**src/rtl/load_store_unit_pkg.sv**
```systemverilog
// Shared definitions for the STRV32I memory stage:
// funct3 codes, FSM states and exception causes.
package load_store_unit_pkg;

    localparam logic [2:0] F3_B  = 3'b000;
    localparam logic [2:0] F3_H  = 3'b001;
    localparam logic [2:0] F3_W  = 3'b010;
    localparam logic [2:0] F3_BU = 3'b100;
    localparam logic [2:0] F3_HU = 3'b101;

    typedef enum logic [1:0] {
        S_IDLE,
        S_REQ,
        S_WAIT,
        S_DONE
    } lsu_state_e;

    localparam logic [1:0] CAUSE_NONE     = 2'b00;
    localparam logic [1:0] CAUSE_MISALIGN = 2'b01;
    localparam logic [1:0] CAUSE_ILLEGAL  = 2'b10;
    localparam logic [1:0] CAUSE_TIMEOUT  = 2'b11;

endpackage

```
**src/rtl/lsu_load_align.sv**
```systemverilog
// Load data extraction: picks the byte/halfword lane
// from the read word and sign- or zero-extends it.
module lsu_load_align
    import load_store_unit_pkg::*;
(
    input  logic [31:0] rdata_in,
    input  logic [2:0]  funct3_in,
    input  logic [1:0]  lane_in,
    output logic [31:0] data_out
);

    logic [7:0]  byte_sel;
    logic [15:0] half_sel;

    always_comb begin
        byte_sel = rdata_in[{lane_in, 3'b000} +: 8];
        half_sel = lane_in[1] ? rdata_in[31:16] : rdata_in[15:0];
        data_out = '0;
        unique case (funct3_in)
            F3_B:    data_out = {{24{byte_sel[7]}}, byte_sel};
            F3_BU:   data_out = {24'd0, byte_sel};
            F3_H:    data_out = {{16{half_sel[15]}}, half_sel};
            F3_HU:   data_out = {16'd0, half_sel};
            F3_W:    data_out = rdata_in;
            default: data_out = '0;
        endcase
    end

endmodule

```
**src/rtl/load_store_unit.sv**
```systemverilog
// RV32I load/store unit: req/gnt/rvalid data-memory master
// with load alignment, store lane replication and fault reporting.
module load_store_unit
    import load_store_unit_pkg::*;
#(
    parameter int unsigned TIMEOUT_CYCLES = 16,
    parameter bit          TIMEOUT_EN     = 1'b1
) (
    input  logic        clk_in,
    input  logic        rst_n_in,
    input  logic        load_in,
    input  logic        store_in,
    input  logic [2:0]  funct3_in,
    input  logic [31:0] addr_in,
    input  logic [31:0] rs2_in,
    output logic        mem_req_out,
    output logic        mem_we_out,
    output logic [31:0] mem_addr_out,
    output logic [31:0] mem_wdata_out,
    output logic [3:0]  mem_wmask_out,
    input  logic        mem_gnt_in,
    input  logic        mem_rvalid_in,
    input  logic [31:0] mem_rdata_in,
    output logic [31:0] lu_output_out,
    output logic        lsu_busy_out,
    output logic        lsu_done_out,
    output logic        lsu_exc_out,
    output logic [1:0]  lsu_exc_cause_out
);

    localparam logic [7:0] TO_LAST = 8'(TIMEOUT_CYCLES - 1);

    lsu_state_e  state_q, state_d;
    logic [7:0]  cnt_q, cnt_d;
    logic        req_q, req_d, we_q, we_d;
    logic [31:0] addr_q, addr_d, wdata_q, wdata_d;
    logic [3:0]  wmask_q, wmask_d;
    logic [31:0] lu_q, lu_d;
    logic        done_q, done_d, exc_q, exc_d;
    logic [1:0]  cause_q, cause_d;
    logic [2:0]  f3_q, f3_d;
    logic [1:0]  lane_q, lane_d;

    logic        op_valid, is_load, f3_legal, misalign, accept;
    logic [31:0] st_wdata;
    logic [3:0]  st_wmask;
    logic [31:0] lu_ext;

    assign op_valid = load_in | store_in;
    assign is_load  = load_in;

    always_comb begin
        f3_legal = 1'b0;
        unique case (funct3_in)
            F3_B, F3_H, F3_W: f3_legal = 1'b1;
            F3_BU, F3_HU:     f3_legal = is_load;
            default:          f3_legal = 1'b0;
        endcase
        misalign = ((funct3_in[1:0] == 2'b01) && addr_in[0])
                || ((funct3_in[1:0] == 2'b10) && (addr_in[1:0] != 2'b00));
    end

    assign accept = (state_q == S_IDLE) && op_valid && f3_legal && !misalign;

    always_comb begin
        st_wdata = rs2_in;
        st_wmask = 4'b1111;
        unique case (funct3_in[1:0])
            2'b00: begin
                st_wdata = {4{rs2_in[7:0]}};
                st_wmask = 4'b0001 << addr_in[1:0];
            end
            2'b01: begin
                st_wdata = {2{rs2_in[15:0]}};
                st_wmask = 4'b0011 << addr_in[1:0];
            end
            default: begin
                st_wdata = rs2_in;
                st_wmask = 4'b1111;
            end
        endcase
    end

    lsu_load_align u_align (
        .rdata_in  (mem_rdata_in),
        .funct3_in (f3_q),
        .lane_in   (lane_q),
        .data_out  (lu_ext)
    );

    always_comb begin
        state_d = state_q;
        cnt_d   = cnt_q;
        req_d   = req_q;
        we_d    = we_q;
        addr_d  = addr_q;
        wdata_d = wdata_q;
        wmask_d = wmask_q;
        lu_d    = lu_q;
        f3_d    = f3_q;
        lane_d  = lane_q;
        done_d  = 1'b0;
        exc_d   = 1'b0;
        cause_d = CAUSE_NONE;
        unique case (state_q)
            S_IDLE: begin
                if (op_valid && !f3_legal) begin
                    exc_d   = 1'b1;
                    cause_d = CAUSE_ILLEGAL;
                end else if (op_valid && misalign) begin
                    exc_d   = 1'b1;
                    cause_d = CAUSE_MISALIGN;
                end else if (accept) begin
                    state_d = S_REQ;
                    req_d   = 1'b1;
                    we_d    = !is_load;
                    addr_d  = {addr_in[31:2], 2'b00};
                    wdata_d = is_load ? 32'd0 : st_wdata;
                    wmask_d = is_load ? 4'd0 : st_wmask;
                    f3_d    = funct3_in;
                    lane_d  = addr_in[1:0];
                end
            end
            S_REQ: begin
                if (mem_gnt_in) begin
                    req_d = 1'b0;
                    if (we_q) begin
                        state_d = S_DONE;
                        done_d  = 1'b1;
                    end else begin
                        state_d = S_WAIT;
                        cnt_d   = 8'd0;
                    end
                end
            end
            S_WAIT: begin
                // rvalid wins over a timeout reached in the same cycle
                if (mem_rvalid_in) begin
                    lu_d    = lu_ext;
                    state_d = S_DONE;
                    done_d  = 1'b1;
                end else if (TIMEOUT_EN && (cnt_q == TO_LAST)) begin
                    state_d = S_IDLE;
                    exc_d   = 1'b1;
                    cause_d = CAUSE_TIMEOUT;
                end else begin
                    cnt_d = cnt_q + 8'd1;
                end
            end
            S_DONE: state_d = S_IDLE;
            default: state_d = S_IDLE;
        endcase
    end

    always_ff @(posedge clk_in) begin
        if (!rst_n_in) begin
            state_q <= S_IDLE;
            cnt_q   <= '0;
            req_q   <= 1'b0;
            we_q    <= 1'b0;
            addr_q  <= '0;
            wdata_q <= '0;
            wmask_q <= '0;
            lu_q    <= '0;
            f3_q    <= '0;
            lane_q  <= '0;
            done_q  <= 1'b0;
            exc_q   <= 1'b0;
            cause_q <= CAUSE_NONE;
        end else begin
            state_q <= state_d;
            cnt_q   <= cnt_d;
            req_q   <= req_d;
            we_q    <= we_d;
            addr_q  <= addr_d;
            wdata_q <= wdata_d;
            wmask_q <= wmask_d;
            lu_q    <= lu_d;
            f3_q    <= f3_d;
            lane_q  <= lane_d;
            done_q  <= done_d;
            exc_q   <= exc_d;
            cause_q <= cause_d;
        end
    end

    assign mem_req_out       = req_q;
    assign mem_we_out        = we_q;
    assign mem_addr_out      = addr_q;
    assign mem_wdata_out     = wdata_q;
    assign mem_wmask_out     = wmask_q;
    assign lu_output_out     = lu_q;
    assign lsu_done_out      = done_q;
    assign lsu_exc_out       = exc_q;
    assign lsu_exc_cause_out = cause_q;
    assign lsu_busy_out      = (state_q == S_REQ) || (state_q == S_WAIT) || accept;

endmodule

```
**config.mk**
```make
export PLATFORM = sky130hd
export DESIGN_NAME = load_store_unit
export DESIGN_NICKNAME = d
export VERILOG_FILES = /design/src/rtl/load_store_unit_pkg.sv /design/src/rtl/lsu_load_align.sv /design/src/rtl/load_store_unit.sv
export SDC_FILE = /design/constraint.sdc
export NUM_CORES = 1
export LEC_CHECK = 0
export CAP_MARGIN = 20
export CORE_MARGIN = 5
export CORE_UTILIZATION = 40
export DETAILED_ROUTE_END_ITERATION = 7
export GPL_ROUTABILITY_DRIVEN = 0
export GPL_TIMING_DRIVEN = 1
export PLACE_DENSITY = 0.73
export SYNTH_ARGS = -nofsm -noshare
export SYNTH_HDL_FRONTEND = slang
export SYNTH_HIERARCHICAL = 1
export SYNTH_SLANG_ARGS = --single-unit
export TNS_END_PERCENT = 50
```
**constraint.sdc**
```tcl
create_clock -name clk_in -period 2.3 [get_ports clk_in]
set_clock_uncertainty 0.2 [all_clocks]
set_input_delay 0.345 -clock clk_in [delete_from_list [all_inputs] [get_ports clk_in]]
set_output_delay 0.345 -clock clk_in [all_outputs]
set_load 0.03 [all_outputs]
```
# Yosys cells after proc, flatten, opt, wreduce, memory -nomap -nowiden
# Cells that the tools add are included.
# Widths: inputs -> output; s select.
[totals]
register_bits = 119
input_bits = 105
output_inout_bits = 107
[classes]
addsub = 1
eq_ne = 22
shift = 3
muxes = 39
n_bitwise = 3
reduce_logical = 27
[ops]
columns = ["op", "n"]
rows = [
  ["$pmux 32 s5", 1],
  ["$pmux 32 s2", 1],
  ["$mux 32", 1],
  ["$mux 8", 4],
  ["$shiftx 32x6->8", 1],
  ["$mux 2", 9],
  ["$mux 16", 1],
  ["$pmux 8 s2", 1],
  ["$reduce_and 5->1", 3],
  ["$ne 2x2->1 const B", 7],
  ["$mux 1", 13],
  ["$eq 3x3->1 const B", 4],
  ["$add 8x1->8 const B", 1],
  ["$eq 8x4->1 const B", 1],
  ["$pmux 1 s2", 4],
  ["$pmux 2 s4", 1],
  ["$pmux 4 s2", 1],
  ["$logic_and 1x1->1", 7],
  ["$eq 2x2->1 const B", 3],
  ["$eq 3x1->1 const B", 2],
  ["$eq 3x2->1 const B", 2],
  ["$logic_not 3->1", 2],
  ["$reduce_bool 2->1", 3],
  ["$eq 2x1->1 const B", 2],
  ["other kinds (14)", 20],
]

# Depth between registers and ports, before layout
# Gate-level depths: netlist of run 1.
[logic_depth]
word_depth = 9
mapped_depth = 8

# Hierarchy
# Netlist of run 1, hierarchy kept.
[by_module_without_submodules]
columns = ["module", "instances", "cells_per_inst", "area_each_um2", "seq_area_each_um2"]
rows = [
  ["load_store_unit", 1, 642, 5238.8, 2382.3],
  ["lsu_load_align", 1, 110, 724.4, 0.0],
]

# Worst setup path before layout of run 1
# No wires, ideal clock.
[synth_path]
path_kind = "input port to output port"
start = "input port addr_in[0]"
end = "output port lsu_busy_out"
arrival_ns = 1.583
path_slack_ns = 0.172
cell_stages = 6
path_buffers = 2
cell_sequence = "buf_4 -> or4_4 -> o31a_4 -> buf_6 -> nor2_1 -> or2_2"
[synth_via]
elab_chain_cells = 6
[synth_rtl]
columns = ["element", "line_no", "rtl"]
rows = [
  ["start, declared", "load_store_unit.sv:14", "input logic [31:0] addr_in,"],
  ["$reduce_bool 2->1", "load_store_unit.sv:60", "|| ((funct3_in[1:0] == 2'b10) && (addr_in[1:0] != 2'b00));"],
  ["$logic_and 1x1->1", "load_store_unit.sv:60", ""],
  ["$logic_or 1x1->1 *", "load_store_unit.sv:60", ""],
  ["$logic_not 1->1 *", "load_store_unit.sv:63", "assign accept = (state_q == S_IDLE) && op_valid && f3_legal && !misalign;"],
  ["$logic_and 1x1->1 *", "load_store_unit.sv:63", ""],
  ["$logic_or 1x1->1 *", "load_store_unit.sv:196", "assign lsu_busy_out = (state_q == S_REQ) || (state_q == S_WAIT) || accept;"],
  ["end, declared", "load_store_unit.sv:25", "output logic lsu_busy_out,"],
]
# Every way passes the cells marked *; elsewhere a longest branch is shown, timed or not.

# Worst setup path in the final report of run 1
[layout_path]
start = "input port addr_in[1]"
end = "output port lsu_busy_out"
[layout_via]
elab_chain_cells = 6
[layout_rtl]
columns = ["element", "line_no"]
rows = [
  ["$reduce_bool 2->1", "load_store_unit.sv:60"],
  ["$logic_and 1x1->1", "load_store_unit.sv:60"],
  ["$logic_or 1x1->1", "load_store_unit.sv:60"],
  ["$logic_not 1->1", "load_store_unit.sv:63"],
  ["$logic_and 1x1->1", "load_store_unit.sv:63"],
  ["$logic_or 1x1->1", "load_store_unit.sv:196"],
]
# No other way between the ends.

==> results of run 1 <==
-- path summary, 6_finish.rpt --
path | start | to | slack, ns
worst max-delay path | addr_in[1] | lsu_busy_out | 0.06
worst min-delay path | load_in | mem_wmask_out[3] | 0.23
worst max register to register | state_q[0] | cnt_q[3] | 0.25
worst min register to register | lu_output_out[12] | lu_output_out[12] | 0.25
-- worst min-delay path: stages --
cell and delay [ns]:
dlymetal6s2s_1 0.22, a21oi_1 0.08, nand3_1 0.08, a21oi_1 0.06
-- sequential cells by signal, indices dropped and copies added (netlist names), 2 cells and up --
name,cells
cnt_q,8
mem_wmask_out,4
mem_addr_out,30
lu_output_out,32
f3_q,3
lane_q,2
mem_wdata_out,32
lsu_exc_cause_out,2
state_q,2
-- repair_timing --
| item | in CTS | in global routing |
|---|---|---|
| endpoints found under the setup margin | 1 | 1 |
| endpoints found under the hold margin | 0 | 0 |
| setup buffers | 2 | 0 |
| resized for setup | 9 | 1 |
| pin swaps | 0 | 1 |
-- logic make-up after synthesis --
logic type	after synthesis	share of synthesized area, %
compound gates	262	24.4
simple gates	227	18.4
flops	119	39.9
buf+inv	85	6.29
mux	52	9.74
fa+ha+maj	5	1.05
other cells	1	0.0629
xor+xnor	1	0.147
-- power breakdown --
part	switching [W]	internal, W
registers	0.0000969	0.00223
logic	0.00150	0.00106
clock network	0.000910	0.00185
total	0.00251	0.00514
-- cells in the final DEF (no fill, tap or decap), drive strengths merged, types with 6 or more instances in the layout --
cell type,instances
nand4,36
inv,6
nand2,108
clkinv,7
a21oi,130
mux2i,19
o21ai,100
clkdlybuf4s50,203
mux2,32
dfxtp,119
nand3,44
buf,54
a22oi,8
clkbuf,20
nor2,8
nor2b,6
-- layout make-up --
type | instances | area [sq um]
Clock buffer | 20 | 457
Fill cell | 1278 | 5500
Timing Repair Buffer | 262 | 2600
Inverter | 8 | 31.3
Tap cell | 184 | 230
Sequential cell | 119 | 2380
Multi-Input combinational cell | 549 | 3240
Clock inverter | 10 | 153
-- cells in the mapped netlist (7+ instances only) --
library cell and number:
a21oi_1 130, mux2_2 31, dfxtp_1 119, nand4_1 36
mux2i_1 19, o21ai_0 98, a22oi_1 8, nand2_1 108
nand3_1 44, buf_2 13, nor2_1 8, inv_1 7
clkbuf_1 50
-- through the flow --
step	setup WS [ns]	instances	total power, W	cell area, sq um
detailed placement	-0.298	1120	0.00491	8460
global route	0.00473	1152	0.00802	9090
floorplan	0.172	753	0.00385	5970
global placement	-0.290	1120	0.00489	8460
CTS	0.0276	1152	0.00770	9090
finish	0.0620	1152	0.00765	9090
-- metal layers --
metal,vias to the layer above,wire (um),track usage [%],part of all wire (%)
li1,3116,-,-,-
met2,265,9640,34.7,48
met1,2985,8320,28.8,41
met3,24,1900,8.02,9.4
met4,0,286,6.46,1.4
met5,-,0,0,0
==> impl_metrics.env, run 1 <==
export IMPL_rsz0062_at_grt="no"
export IMPL_leakage_nw=3.25
export IMPL_grt_start_max_net_pins=52
export IMPL_vias=6390
export IMPL_h_tree_depth=4
export IMPL_yosysUniqueCellTypes=57
export IMPL_detail_route_antenna_nets=0
export IMPL_cp_start_kind="input pin"
export IMPL_core_area_sq_um=14600
export IMPL_die_y_um=132
export IMPL_timing_fmax_mhz=447
export IMPL_cp_end_kind="output port"
export IMPL_cp_num_cells=6
export IMPL_period_share_pct=97.3
export IMPL_path_buf_inv=2
export IMPL_maxSlewViolCount=0
export IMPL_final_setup_viol_count=0
export IMPL_worst_setup_path_type="in -> out"
export IMPL_synth_seq_cells=119
export IMPL_fin_util_pct=62.3
export IMPL_tightest_slew_ns=0.673
export IMPL_syn2layout_area_growth_pct=52.5
export IMPL_hold_viol=0
export IMPL_grt_pass1_vias=5906
export IMPL_fin_crit_ns=2.24
export IMPL_p_per_area_nw_per_um2=841
export IMPL_synthFlopType="dfxtp_1"
export IMPL_setup_tns_ns=0
export IMPL_timing_hold_ws_ns=0.225
export IMPL_holdCritPathClass="in -> reg"
export IMPL_drive_above_1_share_pct=13.3
export IMPL_grt_usage_pct=22.2
export IMPL_nNetsFinal=1067
export IMPL_grt_overflow_total=0
export IMPL_drt_pass1_iter_count=5
export IMPL_cp_cell_sequence="dlygate4sd2_1 -> or4_4 -> o31a_4 -> nor2_4 -> or2_2 -> buf_4"
export IMPL_synth_avg_cell_area_sq_um=7.93
export IMPL_cts_inserted_buffers=17
export IMPL_synth_top_cell_area_share_pct=39.9
export IMPL_wl_per_cell_um=17.5
export IMPL_crit_family="simple AND/OR/NAND/NOR gates"
export IMPL_synth_edff_count=0
export IMPL_synth_area_sq_um=5960
export IMPL_yosysWarnings=6
export IMPL_clkLatencyLatePin_ns=0.41
export IMPL_cts_tree="built"
export IMPL_status="finished, final reports clean"
export IMPL_io_buffer_count=209
export IMPL_synth_area_leader_cell="dfxtp_1"
export IMPL_clockRootBuffer="clkbuf_16"
export IMPL_cpMaxStageDelayCell="or4_4"
export IMPL_synth_seq_area_share_pct=39.9
export IMPL_clk_pin_slew_ns=0.05
export IMPL_die_w_um=132
export IMPL_cts_sinks=119
export IMPL_vdd_ir_drop_max_v=0.000542
export IMPL_num_antenna_cells=0
export IMPL_avgViaCountPerCell=5.55
export IMPL_slew_headroom_pct=55.1
export IMPL_totalWireLength_um=20200
export IMPL_drv_cap=0
export IMPL_cts_hold_buf=0
export IMPL_drc_errors=0
export IMPL_synth_area_leaders="dfxtp_1 40%, a21oi_1 11%, o21ai_0 8.2%"
export IMPL_syn_inst=752
export IMPL_dr_first_iter_drc_count=512
export IMPL_start_util_pct=40.9
export IMPL_crit_fanout=2
export IMPL_min_path_cells=4
export IMPL_num_rows=44
export IMPL_die_area_sq_um=17500
export IMPL_worstPathRequired_ns=1.75
export IMPL_rr_worst_depth=6
export IMPL_grt_pass1_wl_um=31800
export IMPL_io_pins=212
export IMPL_dp_final_hpwl_um=14300
export IMPL_clk_path_buf_depth=2
export IMPL_slowest_delay_ns=0.54
export IMPL_antenna_found_initial=0
export IMPL_async_flop_share_pct=0
export IMPL_cp_arrival_ns=1.69
No activity file was read; power rests on OpenSTA's default activity.
==> run 2: changes to the inputs <==
==> constraint.sdc (replaced) <==
create_clock -name clk_in -period 2.4 [get_ports clk_in]
set_clock_uncertainty 0.2 [all_clocks]
set_input_delay 0.36 -clock clk_in [delete_from_list [all_inputs] [get_ports clk_in]]
set_output_delay 0.36 -clock clk_in [all_outputs]
set_load 0.03 [all_outputs]
==> impl_metrics.env, run 2 (synthesis gave the netlist of run 1 again) <==
export IMPL_h_tree_depth=4
export IMPL_period_share_pct=96.9
export IMPL_leakage_nw=3.16
export IMPL_core_area_sq_um=14600
export IMPL_avgViaCountPerCell=5.51
export IMPL_drt_pass1_iter_count=5
export IMPL_holdCritPathClass="in -> reg"
export IMPL_num_rows=44
export IMPL_rsz0062_at_grt="no"
export IMPL_num_antenna_cells=0
export IMPL_drc_errors=0
export IMPL_io_pins=212
export IMPL_timing_fmax_mhz=430
export IMPL_status="finished, final reports clean"
export IMPL_syn2layout_area_growth_pct=49.8
export IMPL_setup_slack_ns=0.0753
export IMPL_die_y_um=132
export IMPL_busiest_layer="met2"
export IMPL_grtUsageMet2_pct=33.9
export IMPL_dp_final_hpwl_um=13900
export IMPL_start_util_pct=40.9
export IMPL_nNetsFinal=1056
export IMPL_die_w_um=132
export IMPL_hold_viol=0
export IMPL_grt_pass1_vias=5644
export IMPL_cts_tree="built"
export IMPL_layout_commonest_cell="clkdlybuf4s50_1"
export IMPL_cp_arrival_ns=1.76
export IMPL_grt_use_met3_pct=8.51
export IMPL_vias=6294
export IMPL_p_per_area_nw_per_um2=788
export IMPL_io_buffer_count=209
export IMPL_die_area_sq_um=17500
export IMPL_detail_route_antenna_nets=0
export IMPL_totalWireLength_um=19900
export IMPL_worst_setup_path_type="reg -> out"
export IMPL_crit_fanout=4
export IMPL_cp_end_kind="output port"
export IMPL_final_cell_mix="203 x clkdlybuf4s50_1, 130 x a21oi_1, 119 x dfxtp_1"
export IMPL_antenna_found_initial=0
export IMPL_cts_inserted_buffers=17
export IMPL_grt_overflow_total=0
export IMPL_clkLatencyLatePin_ns=0.41
export IMPL_grt_usage_pct=21.8
export IMPL_clk_pin_slew_ns=0.05
export IMPL_clk_path_buf_depth=2
export IMPL_fin_util_pct=61.2
export IMPL_drv_cap=0
export IMPL_maxSlewViolCount=0
export IMPL_vdd_ir_drop_max_v=0.000507
export IMPL_grt_start_max_net_pins=71
export IMPL_clockRootBuffer="clkbuf_16"
export IMPL_tightest_slew_ns=0.684
export IMPL_cp_start_kind="flip-flop"
export IMPL_grt_pass1_wl_um=31000
export IMPL_final_setup_viol_count=0
export IMPL_wl_per_cell_um=17.4
export IMPL_dr_first_iter_drc_count=423
export IMPL_drive_above_1_share_pct=12.0
export IMPL_fin_crit_ns=2.32
export IMPL_worstPathRequired_ns=1.84
export IMPL_setup_tns_ns=0
export IMPL_pre_cts_ws_ns=-0.236
export IMPL_cts_sinks=119
export IMPL_grt_util_met1_pct=28.3
export IMPL_slew_headroom_pct=54.4
## run 2: cell types whose count changed in the layout (fill, tap and decap cells not counted)
cell       change
buf_4          -9
clkbuf_1       +4
buf_12         -2
bufinv_16      -2
clkbuf_8       -1
clkinv_4       +1
ha_1           +1
ha_2           -1
## run 2: worst max-delay path, stage by stage, from the launching register on
cell	delay (ns)
dfxtp_1	0.36
inv_1	0.10
ha_1	0.27
o21ai_4	0.11
nor2_4	0.05
or2_2	0.28
buf_4	0.17
## run 2: area by class of cell
class                   instances  area (sq um)
repair buffers                251          2490
clock buffers                  23           458
flip-flops and latches        119          2380
clock inverters                 9           101
multi-input cells             549          3240
inverters                       8          31.3
fillers                      1300          5660
well taps                     184           230
## run 2: power breakdown
part           switching [W]  internal (W)
clock network       0.000880       0.00154
logic                0.00142      0.000961
registers          0.0000958       0.00214
## run 2: path summary, 6_finish.rpt
check                                        from                 to  slack, ns  depth (start not counted)
worst min register to register  lu_output_out[17]  lu_output_out[17]       0.25                          2
worst min-delay path                      load_in   mem_wmask_out[3]       0.19                          4
worst max-delay path                   state_q[0]       lsu_busy_out       0.08                          6
worst max register to register         state_q[0]           cnt_q[3]       0.29                          6
## run 2: layer usage
metal  part of all wire [%]  routed length, um
met1                     42               8440
met2                     47               9300
met3                    9.7               1920
met4                    1.1                212
met5                      0                  0
## run 2: what timing repair did
action	CTS	global route
pin swaps	0	0
hold buffers	0	0
resized for setup	8	1
setup buffers	0	0
setup endpoints to repair	1	1
## run 2: metrics by stage
stage	power (W)	cell area, sq um	instances	hold WS, ns
6_report	0.00704	8930	1143	0.194
2_1_floorplan	0.00369	5970	753	0.244
5_1_grt	0.00739	8930	1143	0.201
3_3_place_gp	0.00463	8360	1111	0.242
4_1_cts	0.00710	8930	1143	0.233
3_5_place_dp	0.00464	8360	1111	0.246
